## config.mk

```make
export PLATFORM = sky130hd
export DESIGN_NAME = mem_arbiter
export DESIGN_NICKNAME = d
export VERILOG_FILES = /design/src/rtl/mem_arbiter.sv
export SDC_FILE = /design/constraint.sdc
export NUM_CORES = 1
export LEC_CHECK = 0
export CAP_MARGIN = 20
export CORE_AREA = 5 5 101 103
export CTS_CLUSTER_SIZE = 16
export DETAILED_ROUTE_END_ITERATION = 8
export DIE_AREA = 0 0 106 108
export PLACE_DENSITY = 0.76
export RECOVER_POWER = 50
export SYNTH_ARGS = -nofsm -noshare
export SYNTH_HDL_FRONTEND = slang
export SYNTH_SLANG_ARGS = --single-unit
```

## constraint.sdc

```tcl
create_clock -name CLK -period 2.05 [get_ports CLK]
set_input_delay 0.41 -clock CLK [delete_from_list [all_inputs] [get_ports CLK]]
set_output_delay 0.41 -clock CLK [all_outputs]
set_load 0.02 [all_outputs]
```

## src/rtl/mem_arbiter.sv

```systemverilog
// Two-port memory arbiter: icache and dcache share one RAM, with one
// transaction in flight, dcache priority, and a starvation guard for icache.
module mem_arbiter #(
    parameter int STARVE_MAX = 4
) (
    input  logic        CLK,
    input  logic        nRST,
    input  logic        iREN,
    input  logic [31:0] iaddr,
    output logic        iwait,
    output logic [31:0] iload,
    input  logic        dREN,
    input  logic        dWEN,
    input  logic [31:0] daddr,
    input  logic [31:0] dstore,
    output logic        dwait,
    output logic [31:0] dload,
    output logic        ramREN,
    output logic        ramWEN,
    output logic [31:0] ramaddr,
    output logic [31:0] ramstore,
    input  logic [31:0] ramload,
    input  logic [1:0]  ramstate
);
    localparam int SW = $clog2(STARVE_MAX + 1);

    localparam logic [1:0] IDLE  = 2'b00;
    localparam logic [1:0] ISERV = 2'b01;
    localparam logic [1:0] DSERV = 2'b10;

    localparam logic [1:0] RAM_ACCESS = 2'b10;
    localparam logic [1:0] RAM_ERROR  = 2'b11;

    logic [1:0]    state, state_next;
    logic [SW-1:0] starve;
    logic          d_req, starved, i_done, d_done, ram_end;

    assign d_req   = dREN | dWEN;
    assign starved = iREN && (starve == SW'(STARVE_MAX));
    assign ram_end = (ramstate == RAM_ACCESS) || (ramstate == RAM_ERROR);
    // A completion only counts while the granted requester still asks for it.
    assign i_done  = (state == ISERV) && iREN  && (ramstate == RAM_ACCESS);
    assign d_done  = (state == DSERV) && d_req && (ramstate == RAM_ACCESS);

    always_comb begin
        state_next = state;
        case (state)
            IDLE: begin
                if (d_req && !starved)
                    state_next = DSERV;
                else if (iREN)
                    state_next = ISERV;
            end
            ISERV: if (!iREN || ram_end) state_next = IDLE;
            DSERV: if (!d_req || ram_end) state_next = IDLE;
            default: state_next = IDLE;
        endcase
    end

    always_comb begin
        ramREN   = 1'b0;
        ramWEN   = 1'b0;
        ramaddr  = '0;
        ramstore = '0;
        iwait    = 1'b1;
        dwait    = 1'b1;
        iload    = '0;
        dload    = '0;
        case (state)
            ISERV: begin
                ramREN  = 1'b1;
                ramaddr = iaddr;
                if (i_done) begin
                    iwait = 1'b0;
                    iload = ramload;
                end
            end
            DSERV: begin
                ramaddr  = daddr;
                ramstore = dstore;
                ramWEN   = dWEN;
                ramREN   = !dWEN;
                if (d_done) begin
                    dwait = 1'b0;
                    if (!dWEN)
                        dload = ramload;
                end
            end
            default: ;
        endcase
    end

    always_ff @(posedge CLK) begin
        if (!nRST) begin
            state  <= IDLE;
            starve <= '0;
        end else begin
            state <= state_next;
            if (!iREN || i_done)
                starve <= '0;
            else if (d_done && starve != SW'(STARVE_MAX))
                starve <= starve + 1'b1;
        end
    end
endmodule
```

==> flow_results.org, run 1 <==
** Run status
- Run status :: finished with violations
- Failing checks :: setup timing

** Synth
- After synthesis, the largest area contributor takes up 38.83% of total cell area.
- Number of distinct library cell variants in the gate-level netlist after synthesis :: 29
- Count of yosys warnings during synthesis :: 0
- Synthesis produced a netlist with a net count of 371.
- Yosys mapped a number of flops with a built-in enable equal to 0.
- FF+latch count, synth :: 5
- Cell area after synthesis :: 0.001563 mm²
- Synthesized netlist cell count :: 231
- Synth top cells by count :: 97 x and2_1, 33 x nor2b_1, 32 x a22oi_1
- Yosys instantiated no cell more often than and2_1.
- Part of the Yosys area used for sequential elements :: 6.405%
- Average instance area after synthesis :: 6.765 µm²
- For this run, the leading register cell type out of synthesis is dfxtp_1.
- Of all flip-flops after synthesis, the portion carrying an async set or reset was 0%.
- Main area contributors after synthesis :: and2_1 39%, a22oi_1 15%, nor2b_1 13%
- Synth area leader :: and2_1

** Placement
- Worst slack after detailed placement :: -0.6477 ns
- Half-perimeter wire length after placement :: 9601 µm
- At the end of routability-driven placement, the weighted congestion stood at 0.7697.
- Port buffering added 266 buffers.

** Timing
- Dividing the final minimum period by the clock period gives 101.6%.
- Final Max Tran Viols :: 0
- FMAX :: 480.3 MHz
- Max-Slew Margin vs Limit :: 68.88%
- After layout, the worst setup slack is -0.03211 ns.
- For the pin with the worst max-slew slack, the measured transition is 0.4640 ns.
- Crit path time final :: 2.082 ns
- Summed over all failing endpoints, the final setup total negative slack is -0.07029 ns.
- For the final database, setup skew stands at 0.003760 ns.
- Hold violation count in the final report :: 0
- Setup repair after global routing could not meet its margin everywhere.
- Final setup violation count :: 12

** GRT
- After global routing the overflow that remains totals 0.
- Entering global routing, the biggest net connects 34 pins.
- GRT Util Overall :: 18.32%
- The number of antenna violations at the first check in global routing was 1.
- The first global-routing pass estimated 16,280 µm of wire.
- The via count of the first global-routing pass was 2,770.

** Floorplanning
- In this run the core area contains 35 standard-cell rows.
- Initial core utilization :: 17.16%
- Die area :: 0.01145 mm²
- Die height :: 108 µm
- Die Wd :: 106 µm
- IO Pins :: 267
- The region available for standard cell placement spans 0.009109 mm².

** Clock network
- CTS built an H-tree with a depth of 1.
- Root Buffer :: clkbuf_8
- Clock buffers created by TritonCTS :: 3
- Clock-pin slew was measured on the worst setup and hold paths at 0.04 ns.
- Clk Latency, worst-skew pair :: 0.23 ns
- The clock net in this run drives a total of 5 sinks.
- Clock tree from TritonCTS :: done
- No sink is reached through more buffers than the 2 on the longest clock path.

** Layout
- FILL cells :: 918
- From synthesis to final layout, the design area changed by 186.5%.
- At the end of the flow, the number of nets in the layout was 653.
- The repair_antennas step left the layout with diodes totalling 0.
- Fin util :: 49.16%
- Total area of multi-input combinational cells :: 0.001476 mm²
- The post-route netlist has 34.96% of its cells at a drive strength greater than 1.
- Area used by sequential logic in the layout :: 105.1 µm²

** Worst setup path
- Delay of the slowest critical-path stage :: 0.32 ns
- Required time worst endpoint :: 1.64 ns
- Category of the worst setup path launch point :: flip-flop
- The number of buffers and inverters on the critical path is 4.
- Path type of the worst setup path :: flip-flop to primary output
- Gate family responsible for the most delay along the worst path :: buffers and inverters
- Crit. End Element :: primary output
- The slowest stage of the critical path belongs to the cell dfxtp_2.
- Data arrival time at the worst-slack endpoint :: 1.67 ns
- In this run the worst path has a maximum fanout of 24.
- The signal on the critical path passes through inv_2 > ha_4 > buf_6 > buf_4 > a22oi_1 > nor2b_1 > clkdlybuf4s15_2.

** Drt
- The final layout contains routed wiring with a total length of 11,900 µm.
- Antenna viol nets, final :: 0
- In this run, the number of DRC markers left after iteration 0 of detailed routing was 104.
- Number of vias after detailed routing :: 2,742
- Number of remaining DRC errors :: 0
- Using the TritonRoute via totals, the vias-per-cell ratio works out to 4.401.
- Number of optimization iterations in the first detailed-route pass :: 4
- In the final routed layout, each cell accounts on average for 19.10 µm.

** Power
- VDD sags by at most 216.4 µV.
- In this run the power density over the cells is 284.6 mW/mm².
- Summed over all cells, the static leakage comes to 0.002084 µW.

** Run
- Number of max-cap violations :: 0

** Min path
- Type of the worst min-delay path :: flip-flop to flip-flop
[report_power, final]
part / internal, µW / switching (µW) / total, µW / leakage [µW]
clock network: 134 / 53.4 / 187 / 0.0000228
logic: 544 / 434 / 978 / 0.00202
registers: 104 / 5.48 / 109 / 0.0000417
[registers in the layout, indices dropped and copies added (netlist names)]
| name | cells |
|---|---|
| starve | 3 |
| state | 2 |
[stage by stage]
step | total power [µW] | hold slack (ns) | std cells | instance area, µm²
floorplan | 511.9 | 0.4548 | 231 | 1563
global placement | 1102 | 0.4747 | 608 | 4504
detailed placement | 1114 | 0.4991 | 608 | 4504
CTS | 1286 | 0.5127 | 621 | 4601
global route | 1354 | 0.5285 | 623 | 4478
finish | 1274 | 0.5088 | 623 | 4478
[tightest hold or removal path, cell delays in order (launching register included)]
cell and delay (ns):
dfxtp_1 0.32, nand4_1 0.08, mux2i_1 0.06
[cell type report]
cell class                 count  share of cell area [%]
timing repair buffer         296                   60.16
sequential                     5                   2.347
multi-input combinational    202                   32.97
inverter                       5                  0.4191
tap                          111                   3.101
clock buffer                   4                   1.006
[logic make-up after synthesis]
family / count (synthesis) / share of synthesized area, %
flip-flops: 5 / 6.405
AND/OR/NAND/NOR: 152 / 60.61
AO/OA/AOI/OAI: 38 / 18.81
buffers and inverters: 27 / 7.605
adder cells (fa/ha/maj): 5 / 4.003
multiplexers: 4 / 2.562
[cell usage in the layout (no fill, tap or decap), types with 2 or more instances in the layout]
master and count:
mux2i_1 4, and3_4 5, buf_6 31, buf_12 8, ha_4 3, a22oi_1 32, ha_1 2, nand2_1 4
and2_1 76, dfxtp_1 3, clkdlybuf4s50_1 129, clkdlybuf4s15_2 5, buf_2 54, nand4_1 5, dlygate4sd2_1 27, buf_4 24
and2_4 21, nand3_1 3, inv_1 3, clkbuf_2 14, inv_2 2, nand3b_1 2, clkbuf_8 3, nor2b_1 32
[what timing repair did]
action | CTS | global route
hold buffers | 0 | 0
cloned | 3 | 4
setup buffers | 6 | 2
pin swaps | 13 | 6
setup endpoints to repair | 131 | 96
resized for setup | 486 | 66
[path summary, 6_finish.rpt]
check | slack (ns) | to | from | cells after the start
max | -0.03 | ramaddr[14] | state[0] | 7
min | 0.51 | starve[0] | starve[0] | 2
max reg2reg | 0.41 | starve[1] | state[0] | 6
min reg2reg | 0.51 | starve[0] | starve[0] | 2
[routing by layer]
layer	up-vias	wire, µm	track usage [%]
li1	1342	-	-
met1	1264	4551	20.09
met2	123	6358	35.79
met3	11	876	4.955
met4	2	102	2.775
met5	-	7	0
Power figures use the tool's default switching activity.
==> inputs of run 2 (changes only) <==
SLEW_MARGIN = 10   (was not set)
TNS_END_PERCENT = 30   (was not set)
==> run 2 against run 1 <==
The flow still finishes with violations (setup timing). Flip-flop and latch count stayed put. Power fell by 1.4%. Via count down 0.84%. Die area unchanged. Worst setup slack got worse by 0.031 ns. Cell area shrank 0.59%. Critical path depth shrank 2. Sequential share of layout area about the same.
==> flow_results.org, run 2 (synthesis gave the netlist of run 1 again) <==
** Timing
- Clock Skew :: 0.004001 ns
- FMAX :: 473.2 MHz
- Setup repair after global routing could not meet its margin everywhere.
- After layout, the minimum clock period comes to 2.113 ns.
- The final-report max-slew violation count came to 0.
- Setup WS post-layout :: -0.06320 ns
- Dividing the final minimum period by the clock period gives 103.1%.
- Worst hold margin :: 0.5088 ns
- The number of hold violations in the final report is 0.
- Max-Slew Margin vs Limit :: 68.84%
- Transition time of the tightest slew-check pin :: 0.4645 ns
- Setup violations remaining at the end of the flow were counted as 29.

** Clock network
- Counting every sink on the clock net gives 5.
- Clock tree synthesis selected as its root buffer the cell clkbuf_8.
- Buffer levels on the longest clock path :: 2
- Clock buffers created by TritonCTS :: 3
- Clock tree from TritonCTS :: done
- Hold Buf Count CTS :: 0
- At the later pin of the worst-skew pair, clock insertion delay measures 0.23 ns.
- Maximum level of the CTS H-tree :: 1
- Clock-pin slew was measured on the worst setup and hold paths at 0.03 ns.

** Floorplanning
- The initial utilization of the core area, before any placement, comes to 17.16%.
- Die Wd :: 106 µm
- Die area :: 0.01145 mm²
- Row cnt :: 35
- Die height :: 108 µm
- The region available for standard cell placement spans 0.009109 mm².
- IO Pins :: 267

** GRT
- The layer flagged by global routing as most heavily used is met2.
- Entering global routing, the biggest net connects 34 pins.
- Vias in the first global route :: 2,790
- The first global-routing pass estimated 16,220 µm of wire.
- Routing usage on met3 :: 5.015%
- Global routing consumed, over all layers together, 18.24% of the routing resources.
- The number of antenna violations at the first check in global routing came to 1.
- The total overflow left after global routing is 0.
- Global routing consumed, on the met2 layer, 35.38% of the routing resources.
- Global routing consumed, on the met1 layer, 20.02% of the routing resources.

** Power
- For this design the static power due to leakage is 0.002034 µW.
- Peak supply drop :: 211.6 µV
- Power per cell area :: 282.3 mW/mm²

** Min path
- Counting instances, the worst hold path has a depth of 2.
- The min-delay analysis places its worst path in the category flip-flop to flip-flop.
- For hold timing, the worst endpoint is starve[0].
- The startpoint identified for the worst hold timing path is starve[0].

** Run status
- Run status :: finished with violations
- The checks that failed: setup timing.

** Worst setup path
- Data arrival time at the worst-slack endpoint :: 1.70 ns
- Required time worst endpoint :: 1.64 ns
- The critical path is of the input pin to primary output type.
- Counting cells, the worst reg-to-reg path comes to 6.
- Source of the worst register-to-register timing path :: state[0]
- The worst setup path is launched from an input pin.
- In this run the register-to-register setup slack is 0.40 ns.
- The endpoint identified for the worst register-to-register timing path is starve[1].
- The worst setup path is captured at a primary output.
- Critical path fanouts, max :: 16

** Drt
- The detailed router finished its first iteration with 75 violations.
- In the routed layout, each cell is associated on average with a via count of 4.378.
- After detailed routing, the average wire length per cell comes to 18.67 µm.
- In this run the remaining antenna-violating nets after routing total 0.
- The first TritonRoute pass finished after 4 iterations.
- Detailed routing inserted a total of 2,719 vias.
- After detailed routing, the total wire length is 11,600 µm.
- In the routed design, unresolved DRC markers number 0.

** Placement
- Including well taps, the total number of placed cells is 608.
- Cell area reported after detailed placement :: 0.004504 mm²
- Detailed placement ended at an HPWL of 9601 µm.
- Worst slack after detailed placement :: -0.6477 ns
- Routability-driven placement finished with a final weighted congestion of 0.7697.
- Port buffering added 266 buffers.

** Layout
- The repair_antennas step left the layout with diodes totalling 0.
- Most common cell after layout, fill and taps aside :: clkdlybuf4s50_1
- After the last flow step, the layout net total stands at 651.
- Non-Filler Cell Area, Final :: 0.004452 mm²
- Commonest non-fill, non-tap cells in the layout :: 130 x clkdlybuf4s50_1, 78 x and2_1, 38 x buf_4
- At the end of the flow the core is filled with cells to 48.87%.
- P&R area growth vs syn :: 184.9%
- Largest register FFs :: 3
- Excluding fillers, the count of instances in the completed layout stands at 621.
- The largest registers in the layout are starve (3), state (2).
- Register with the most flip-flops :: starve
- Layout cell share with drive strength beyond 1 :: 32.35%

** Run
- Number of max-cap violations :: 0
## run 2: cell count changes in the layout (fill, tap and decap cells not counted), moves of 2 or more
cell | previous run | this run
buf_6 | 31 | 22
clkbuf_1 | 1 | 6
and2_0 | 0 | 4
and2_1 | 76 | 78
clkbuf_2 | 14 | 18
and3_4 | 5 | 1
and2_4 | 21 | 15
buf_4 | 24 | 38
buf_2 | 54 | 37
## run 2: timing repair
action | in CTS | in global routing
setup buffers | 5 | 0
gates resized for setup | 465 | 70
setup endpoints to repair | 131 | 100
pin swaps | 5 | 8
gates cloned | 3 | 2
## run 2: routing by layer
layer	vias to the layer above	part of all wire (%)	wire length, µm
met2	122	53	6190
met4	2	1.1	126
met5	-	0.060	7
li1	1330	-	-
met3	13	7.1	827
met1	1252	38	4444
## run 2: layout make-up
cell class                      instances  area [µm²]
Clock buffer                            4       45.04
Inverter                                5       18.77
Timing Repair Buffer                  297        2723
Sequential cell                         5       102.6
Multi-Input combinational cell        199        1424
Fill cell                             931        4657
Tap cell                              111       138.9
## run 2: how the worst max path moves through the flow
stage	cells after the start	start	slack, ns	to
2_1_floorplan	6	state[1]	0.25	ramaddr[24]
3_3_place_gp	6	ramstate[0]	-0.61	iload[23]
3_5_place_dp	6	ramstate[0]	-0.65	iload[23]
4_1_cts	7	ramstate[0]	-0.05	iwait
5_1_grt	5	iREN	-0.09	iload[5]
6_report	5	iREN	-0.06	iload[5]
## run 2: worst max-delay path, stage by stage
cell and delay, ns:
clkdlybuf4s50_1 0.49, and3_2 0.29, clkbuf_16 0.20, and2_1 0.15
buf_2 0.17
## run 2: metrics by stage
step	power (µW)	setup TNS [ns]
finish	1257	-0.3037
global route	1337	-2.701
CTS	1283	-0.4677
detailed placement	1114	-45.68
global placement	1102	-42.64
floorplan	511.9	0
## run 2: power by group
part           switching [µW]  leakage [µW]  total, µW  internal, µW
Clock                    53.5     0.0000228        187           134
Sequential               5.78     0.0000414        109           104
Combinational             426       0.00197        960           534
Total                     486       0.00203       1260           771
